<file path="config.mk">
export PLATFORM = sky130hd
export DESIGN_NAME = clock_switch_monitor
export DESIGN_NICKNAME = d
export VERILOG_FILES = /design/src/rtl/clock_switch_monitor_pkg.sv /design/src/rtl/clock_switch_monitor_sync.sv /design/src/rtl/clock_switch_monitor.sv
export SDC_FILE = /design/constraint.sdc
export NUM_CORES = 1
export LEC_CHECK = 0
export ABC_AREA = 1
export BUFFER_PORTS_ARGS = -buffer_cell sky130_fd_sc_hd__buf_2
export CAP_MARGIN = 25
export CORE_AREA = 5 5 60 62
export CTS_CLUSTER_SIZE = 28
export DETAILED_ROUTE_END_ITERATION = 10
export DIE_AREA = 0 0 65 67
export MAX_ROUTING_LAYER = met4
export PLACE_DENSITY = 0.76
export SLEW_MARGIN = 25
export SYNTH_ARGS = -nofsm -noshare
export SYNTH_HDL_FRONTEND = slang
export SYNTH_HIERARCHICAL = 1
export SYNTH_SLANG_ARGS = --single-unit
export TNS_END_PERCENT = 30
</file>
<file path="constraint.sdc">
create_clock -name clk3 -period 2.2 [get_ports clk3]
set_clock_uncertainty 0.2 [all_clocks]
set_input_delay 0.22 -clock clk3 [delete_from_list [all_inputs] [get_ports clk3]]
set_output_delay 0.22 -clock clk3 [all_outputs]
set_load 0.005 [all_outputs]
</file>
<file path="src/rtl/clock_switch_monitor_pkg.sv">
`default_nettype none
// ============================================================================
// Module      : clock_switch_pkg
// Description : Shared state encoding for the clock-switch qualifier.
//               S_IDLE..S_STABLE fix the numeric values seen on the `state`
//               output. state_t is the typed view used inside the FSM.
// Revision    : 1.0 - initial release
// ============================================================================
package clock_switch_pkg;

  localparam logic [1:0] S_IDLE   = 2'd0;
  localparam logic [1:0] S_SETTLE = 2'd1;
  localparam logic [1:0] S_TAIL   = 2'd2;
  localparam logic [1:0] S_STABLE = 2'd3;

  typedef enum logic [1:0] {
    ST_IDLE   = S_IDLE,
    ST_SETTLE = S_SETTLE,
    ST_TAIL   = S_TAIL,
    ST_STABLE = S_STABLE
  } state_t;

endpackage
`default_nettype wire

</file>
<file path="src/rtl/clock_switch_monitor_sync.sv">
`default_nettype none
// ============================================================================
// Module      : clk_sample_sync
// Description : Two-flop synchronizer. It brings one asynchronous clock level
//               into the clk3 domain.
// Ports       : clk3  - sampling clock
//               reset - asynchronous, active-low
//               i_d   - raw asynchronous level
//               o_q   - synchronized level (2 clk3 cycles of latency)
// Revision    : 1.0 - initial release
// ============================================================================
module clk_sample_sync (
  input  logic clk3,
  input  logic reset,
  input  logic i_d,
  output logic o_q
);

  logic r_meta;
  logic r_q;

  always_ff @(posedge clk3 or negedge reset) begin
    if (!reset) begin
      r_meta <= 1'b0;
      r_q    <= 1'b0;
    end else begin
      r_meta <= i_d;
      r_q    <= r_meta;
    end
  end

  assign o_q = r_q;

endmodule
`default_nettype wire

</file>
<file path="src/rtl/clock_switch_monitor.sv">
`default_nettype none
// ============================================================================
// Module      : clock_switch_monitor
// Description : Clock-switch qualifier. It samples clk_ref and the selected
//               candidate clock in the clk3 domain and flags any mismatch as
//               an event. The selected clock is declared stable only after
//               SETTLE_CYCLES + TAIL_CYCLES clean cycles.
// Ports       : clk3, reset (async, active-low)
//               start, c_lock  - arm = start & c_lock
//               mode           - 0 one-shot (sticky done), 1 continuous
//               sel            - candidate index (>= N_CLK treated as 0)
//               clk_ref        - reference clock
//               clk_in         - candidate clocks
//               state          - FSM state (IDLE/SETTLE/TAIL/STABLE)
//               clk_edge       - registered mismatch/event flag
//               counter        - settle/tail counter
//               clk_condition  - high while STABLE
//               done           - qualified-clock flag
//               lost           - one-cycle pulse on an event while STABLE
//               evt_count      - saturating count of lost pulses
// Revision    : 1.0 - initial release
// ============================================================================
module clock_switch_monitor
  import clock_switch_pkg::*;
#(
  parameter int N_CLK         = 2,
  parameter int SEL_W         = 1,
  parameter int SETTLE_CYCLES = 256,
  parameter int TAIL_CYCLES   = 6,
  parameter int CNT_W         = 11,
  parameter int EVT_W         = 8
) (
  input  logic             clk3,
  input  logic             reset,
  input  logic             start,
  input  logic             c_lock,
  input  logic             mode,
  input  logic [SEL_W-1:0] sel,
  input  logic             clk_ref,
  input  logic [N_CLK-1:0] clk_in,
  output logic [1:0]       state,
  output logic             clk_edge,
  output logic [CNT_W-1:0] counter,
  output logic             clk_condition,
  output logic             done,
  output logic             lost,
  output logic [EVT_W-1:0] evt_count
);

  localparam logic [CNT_W-1:0] c_settle_last = CNT_W'(SETTLE_CYCLES - 1);
  localparam logic [CNT_W-1:0] c_tail_last   = CNT_W'(TAIL_CYCLES - 1);
  localparam logic [CNT_W-1:0] c_cnt_one     = CNT_W'(1);
  localparam logic [EVT_W-1:0] c_evt_max     = '1;
  localparam logic [EVT_W-1:0] c_evt_one     = EVT_W'(1);
  // One extra bit so the range test holds even when N_CLK == 2**SEL_W.
  localparam logic [SEL_W:0]   c_n_clk       = (SEL_W + 1)'(N_CLK);

  // --------------------------------------------------------------------------
  // Sampling: bit N_CLK carries clk_ref, bits N_CLK-1:0 the candidates.
  // --------------------------------------------------------------------------
  logic [N_CLK:0] w_raw;
  logic [N_CLK:0] w_sync;

  assign w_raw = {clk_ref, clk_in};

  for (genvar gi = 0; gi <= N_CLK; gi++) begin : g_sync
    clk_sample_sync u_sync (
      .clk3  (clk3),
      .reset (reset),
      .i_d   (w_raw[gi]),
      .o_q   (w_sync[gi])
    );
  end

  logic [SEL_W-1:0] w_sel_eff;
  logic [SEL_W-1:0] r_sel;
  logic             w_cand;
  logic             w_mismatch;
  logic             r_clk_edge;

  assign w_sel_eff = ({1'b0, sel} < c_n_clk) ? sel : '0;

  // Explicit mux loop keeps the index width independent of N_CLK.
  always_comb begin
    w_cand = 1'b0;
    for (int i = 0; i < N_CLK; i++) begin
      if (r_sel == SEL_W'(i)) begin
        w_cand = w_sync[i];
      end
    end
  end

  // A select change is an event in its own right. Data from the old and new
  // candidates is never compared across the switch.
  assign w_mismatch = (w_sync[N_CLK] ^ w_cand) | (w_sel_eff != r_sel);

  always_ff @(posedge clk3 or negedge reset) begin
    if (!reset) begin
      r_sel      <= '0;
      r_clk_edge <= 1'b0;
    end else begin
      r_sel      <= w_sel_eff;
      r_clk_edge <= w_mismatch;
    end
  end

  // --------------------------------------------------------------------------
  // Qualification FSM
  // --------------------------------------------------------------------------
  state_t           r_state;
  state_t           w_state_nxt;
  logic [CNT_W-1:0] r_counter;
  logic [CNT_W-1:0] w_counter_nxt;
  logic             r_done;
  logic             w_done_nxt;
  logic             r_lost;
  logic             w_lost_nxt;
  logic [EVT_W-1:0] r_evt_count;
  logic [EVT_W-1:0] w_evt_nxt;
  logic             w_arm;

  assign w_arm = start & c_lock;

  always_ff @(posedge clk3 or negedge reset) begin
    if (!reset) begin
      r_state     <= ST_IDLE;
      r_counter   <= '0;
      r_done      <= 1'b0;
      r_lost      <= 1'b0;
      r_evt_count <= '0;
    end else begin
      r_state     <= w_state_nxt;
      r_counter   <= w_counter_nxt;
      r_done      <= w_done_nxt;
      r_lost      <= w_lost_nxt;
      r_evt_count <= w_evt_nxt;
    end
  end

  always_comb begin
    w_state_nxt   = r_state;
    w_counter_nxt = r_counter;
    w_done_nxt    = r_done;
    w_lost_nxt    = 1'b0;
    w_evt_nxt     = r_evt_count;

    // Disarm has priority over everything, including a coincident event;
    // evt_count is deliberately left alone here.
    if (!w_arm) begin
      w_state_nxt   = ST_IDLE;
      w_counter_nxt = '0;
      w_done_nxt    = 1'b0;
    end else begin
      case (r_state)
        ST_IDLE: begin
          w_state_nxt   = ST_SETTLE;
          w_counter_nxt = '0;
        end

        ST_SETTLE: begin
          if (r_clk_edge) begin
            w_counter_nxt = '0;
          end else if (r_counter == c_settle_last) begin
            w_state_nxt   = ST_TAIL;
            w_counter_nxt = '0;
          end else begin
            w_counter_nxt = r_counter + c_cnt_one;
          end
        end

        ST_TAIL: begin
          if (r_clk_edge) begin
            w_state_nxt   = ST_SETTLE;
            w_counter_nxt = '0;
          end else if (r_counter == c_tail_last) begin
            w_state_nxt   = ST_STABLE;
            w_counter_nxt = '0;
          end else begin
            w_counter_nxt = r_counter + c_cnt_one;
          end
        end

        ST_STABLE: begin
          w_counter_nxt = '0;
          if (r_clk_edge) begin
            w_state_nxt = ST_SETTLE;
            w_lost_nxt  = 1'b1;
            if (r_evt_count != c_evt_max) begin
              w_evt_nxt = r_evt_count + c_evt_one;
            end
            // One-shot mode keeps done sticky across events.
            if (mode) begin
              w_done_nxt = 1'b0;
            end
          end else begin
            w_done_nxt = 1'b1;
          end
        end

        default: begin
          w_state_nxt   = ST_IDLE;
          w_counter_nxt = '0;
        end
      endcase
    end
  end

  assign state         = r_state;
  assign clk_edge      = r_clk_edge;
  assign counter       = r_counter;
  assign clk_condition = (r_state == ST_STABLE);
  assign done          = r_done;
  assign lost          = r_lost;
  assign evt_count     = r_evt_count;

endmodule
`default_nettype wire

</file>
==> results.yml <==
placement:
  portBuffers: 33
  gp_congestion: 0.806
  dp_slack_ns: 0.438
  place_hpwl_mm: 2.02
clock_tree:
  clock-root-buffer: "clkbuf_4"
  htree_levels: 2
  cts-root-to-sink-buffers: 2
  cts.hold.buffers_added: 6
  clkTransAtPathRegs_ns: 0.11
  clk-insertion-delay-late_ns: 0.34
  numClockSinks: 31
  post_cts_resized: 0
  cts_tree: "done"
  cts_inserted_buffers: 5
  post_cts.repair.setup_buffers: 0
yosys:
  synthesis.area_um2: 1510
  syn-num-nets: 180
  synth_compound_gate_area_share_pct: 3.80
  synth_seq_cells: 31
  netlist-cell-type-count: 22
  yosys.area_share.xor_xnor_pct: 9.83
  synthesized_area_fraction_occupied_by_and_or_nand_nor_cells_pct: 24.1
  yosys_warnings: 6
  synthMuxAreaShare_pct: 0.661
  synth.yosys.seq_area_share_pct: 51.2
  synth_top_family_by_area: "simple AND/OR/NAND/NOR gates"
  synthCells: 165
  yosys.area_share.adder_pct: 4.96
  average_size_of_a_mapped_cell_um2: 9.18
power_and_ir_drop:
  power_share_of_the_sequential_group_pct: 59.4
  post-layout-total-power_uw: 998
  power_switching_uw: 264
  internal_power_uw: 734
  p_leak_nw: 0.972
  netSwitchingFraction_pct: 26.4
  cellPowerDensity_nw_per_um2: 543
  ir_drop_v: 0.000419
  comb_power_share_pct: 6.9
  power.clock.fraction_pct: 33.7
timing:
  setup_tns_ns: 0
  worstMarginPinSlew_ns: 0.665
  finalHoldViolCount: 0
  maxSlewHeadroom_pct: 55.7
  unrepaired_setup_endpoints_after_global_routing: "no"
  timing.fmax_ghz: 0.562
  maxSlewViolCount: 0
  layout_min_cycle_time_ns: 1.78
  final_min_period_over_clock_period_pct: 80.9
  timing.final.ws_setup_ns: 0.421
  final-setup-viol-count: 0
critical_path:
  timing.rr.start: "counter[0]$_DFF_PN0_"
  worstSetupEndpointType: "flip-flop"
  critical_path.startpoint_type: "flip-flop"
  crit_arrival_ns: 1.79
  critical_path.slowest_cell: "dfrtp_1"
  crit_path_cell_trace: "ha_1, nand3_2, inv_1, nand3_1, o211ai_2, nor2_1"
  critical_path_required_ns: 2.21
  critical_path_class: "reg -> reg"
  crit_fanout: 10
  cpPeakStageDelay_ns: 0.43
  crit_start: "counter[0]$_DFF_PN0_"
global_routing:
  track_usage_pct: 14.9
  wire_length_of_the_first_global_routing_pass_mm: 4.68
  grt_max_degree: 32
  initial_antenna_violation_count: 0
  grt-ovfl-total: 0
  number_of_global_route_vias_before_repair: 1103
job:
  maxCapViolCount: 0
die:
  die_width_um: 65
  placementRows: 20
  boundaryPins: 34
  die_area_um2: 4360
  core_area_um2: 2980
  floorplan.initialDensity_pct: 50.8
  die-height_um: 67
routing:
  vias_per_cell: 4.93
  wirelength_per_cell_um: 11.2
  drt_first_iter_violations: 36
  drc: 0
  totalWireLength_mm: 2.74
  firstDrtPassIters: 4
  drt.antenna.violating_nets: 0
  via_count: 1207
cells_and_area:
  final_common_cell: "nand2_1"
  antennaDiodeCount: 0
  nNetsFinal: 226
  area_added_between_synthesis_and_finish_pct: 21.4
  drive_above_1_share_pct: 24.1
  final_cell_mix: "34 x nand2_1, 33 x buf_2, 31 x dfrtp_1, 24 x nor2_1, 20 x inv_1"
min_path:
  hold_class: "in -> reg"
  holdCritStartpoint: "c_lock"
outcome:
  run_status: "finished clean"
## critical path, delay by kind of cell, from the launching register on
kind,cells,cell delay [ns]
and+or+nand+nor,3,0.30
DFF,1,0.43
buffers and inverters,1,0.08
adders and majority gates,1,0.24
AOI/OAI and AO/OA,1,0.40
## metrics by stage
| stage | hold WS (ns) | cell area [µm²] | utilization, % | instances |
|---|---|---|---|---|
| 2_1_floorplan | -0.276 | 1510 | - | 165 |
| 3_3_place_gp | 0.0926 | 1720 | 57.8 | 231 |
| 3_5_place_dp | 0.0955 | 1720 | 57.8 | 231 |
| 4_1_cts | 0.0531 | 1840 | 61.7 | 245 |
| 5_1_grt | 0.0614 | 1840 | 61.7 | 245 |
| 6_report | 0.0598 | 1840 | 61.7 | 245 |
## Yosys cell counts
master	count	area, µm²
o21ai_1	2	10.0
nand2_1	34	128
nor2_1	24	90.1
nor3_4	1	16.3
or2_2	1	6.26
mux2i_1	1	10.0
nand4_1	2	12.5
nor2_2	1	6.26
xnor2_1	5	43.8
inv_4	1	6.26
dfrtp_1	31	776
nand3_1	10	50.1
o21ai_0	6	30.0
nor3_2	1	10.0
inv_1	20	75.1
nand2_4	1	11.3
a21oi_1	1	5.00
nor3_1	1	5.00
ha_1	6	75.1
nand3_2	3	30.0
xor2_1	12	105
o211ai_2	1	12.5
## layer usage
layer  global-route usage, %  up-vias  routed length (µm)
met3                    5.56        5                 169
li1                        -      607                   -
met5                       -        -                   0
met4                    4.75        0                  34
met1                    16.3      567                1190
met2                    25.4       28                1350
## final cells by class
cell class / count / area [µm²]
flip-flops and latches: 31 / 776
clock inverters: 3 / 20.0
repair buffers: 39 / 225
inverters: 21 / 81.3
clock buffers: 5 / 37.5
well taps: 33 / 41.3
fillers: 263 / 1140
multi-input cells: 113 / 657
## power groups by stage
stage / logic, mW / registers [mW] / clock network [mW]
final: 0.0685 / 0.593 / 0.337
after CTS: 0.0706 / 0.593 / 0.347
after floorplan: 0.0308 / 0.603 / 0
after global routing: 0.0789 / 0.596 / 0.377
after detailed placement: 0.0627 / 0.604 / 0
after global placement: 0.0611 / 0.604 / 0
## kinds of logic (layout without fill, tap and decap cells)
| logic type | count (synthesis) | after routing |
|---|---|---|
| xor gates and xnor gates | 17 | 17 |
| and+or+nand+nor | 79 | 79 |
| buffers and inverters | 21 | 68 |
| AOI/OAI and AO/OA | 10 | 10 |
| adders and majority gates | 6 | 6 |
| muxes | 1 | 1 |
| DFF | 31 | 31 |
## worst paths after layout
check | end | slack, ns | cells past startpoint
max reg2reg | counter[10]$_DFF_PN0_ | 0.42 | 6
max in group asynchronous | evt_count[3]$_DFFE_PN0P_ | 1.13 | 2
max | counter[10]$_DFF_PN0_ | 0.42 | 6
min in group asynchronous | state[1]$_DFFE_PN0P_ | 0.24 | 2
min reg2reg | g_sync[0].u_sync/o_q$_DFF_PN0_ | 0.16 | 0
min | lost$_DFF_PN0_ | 0.06 | 3
## flip-flops by register name, summed over array words and instances (netlist names)
| signal | count |
|---|---|
| lost | 1 |
| g_sync.u_sync/r_meta | 3 |
| counter | 11 |
| r_sel | 1 |
| g_sync.u_sync/o_q | 3 |
| clk_edge | 1 |
| evt_count | 8 |
| done | 1 |
| state | 2 |
(Power assumes the default switching activity.)
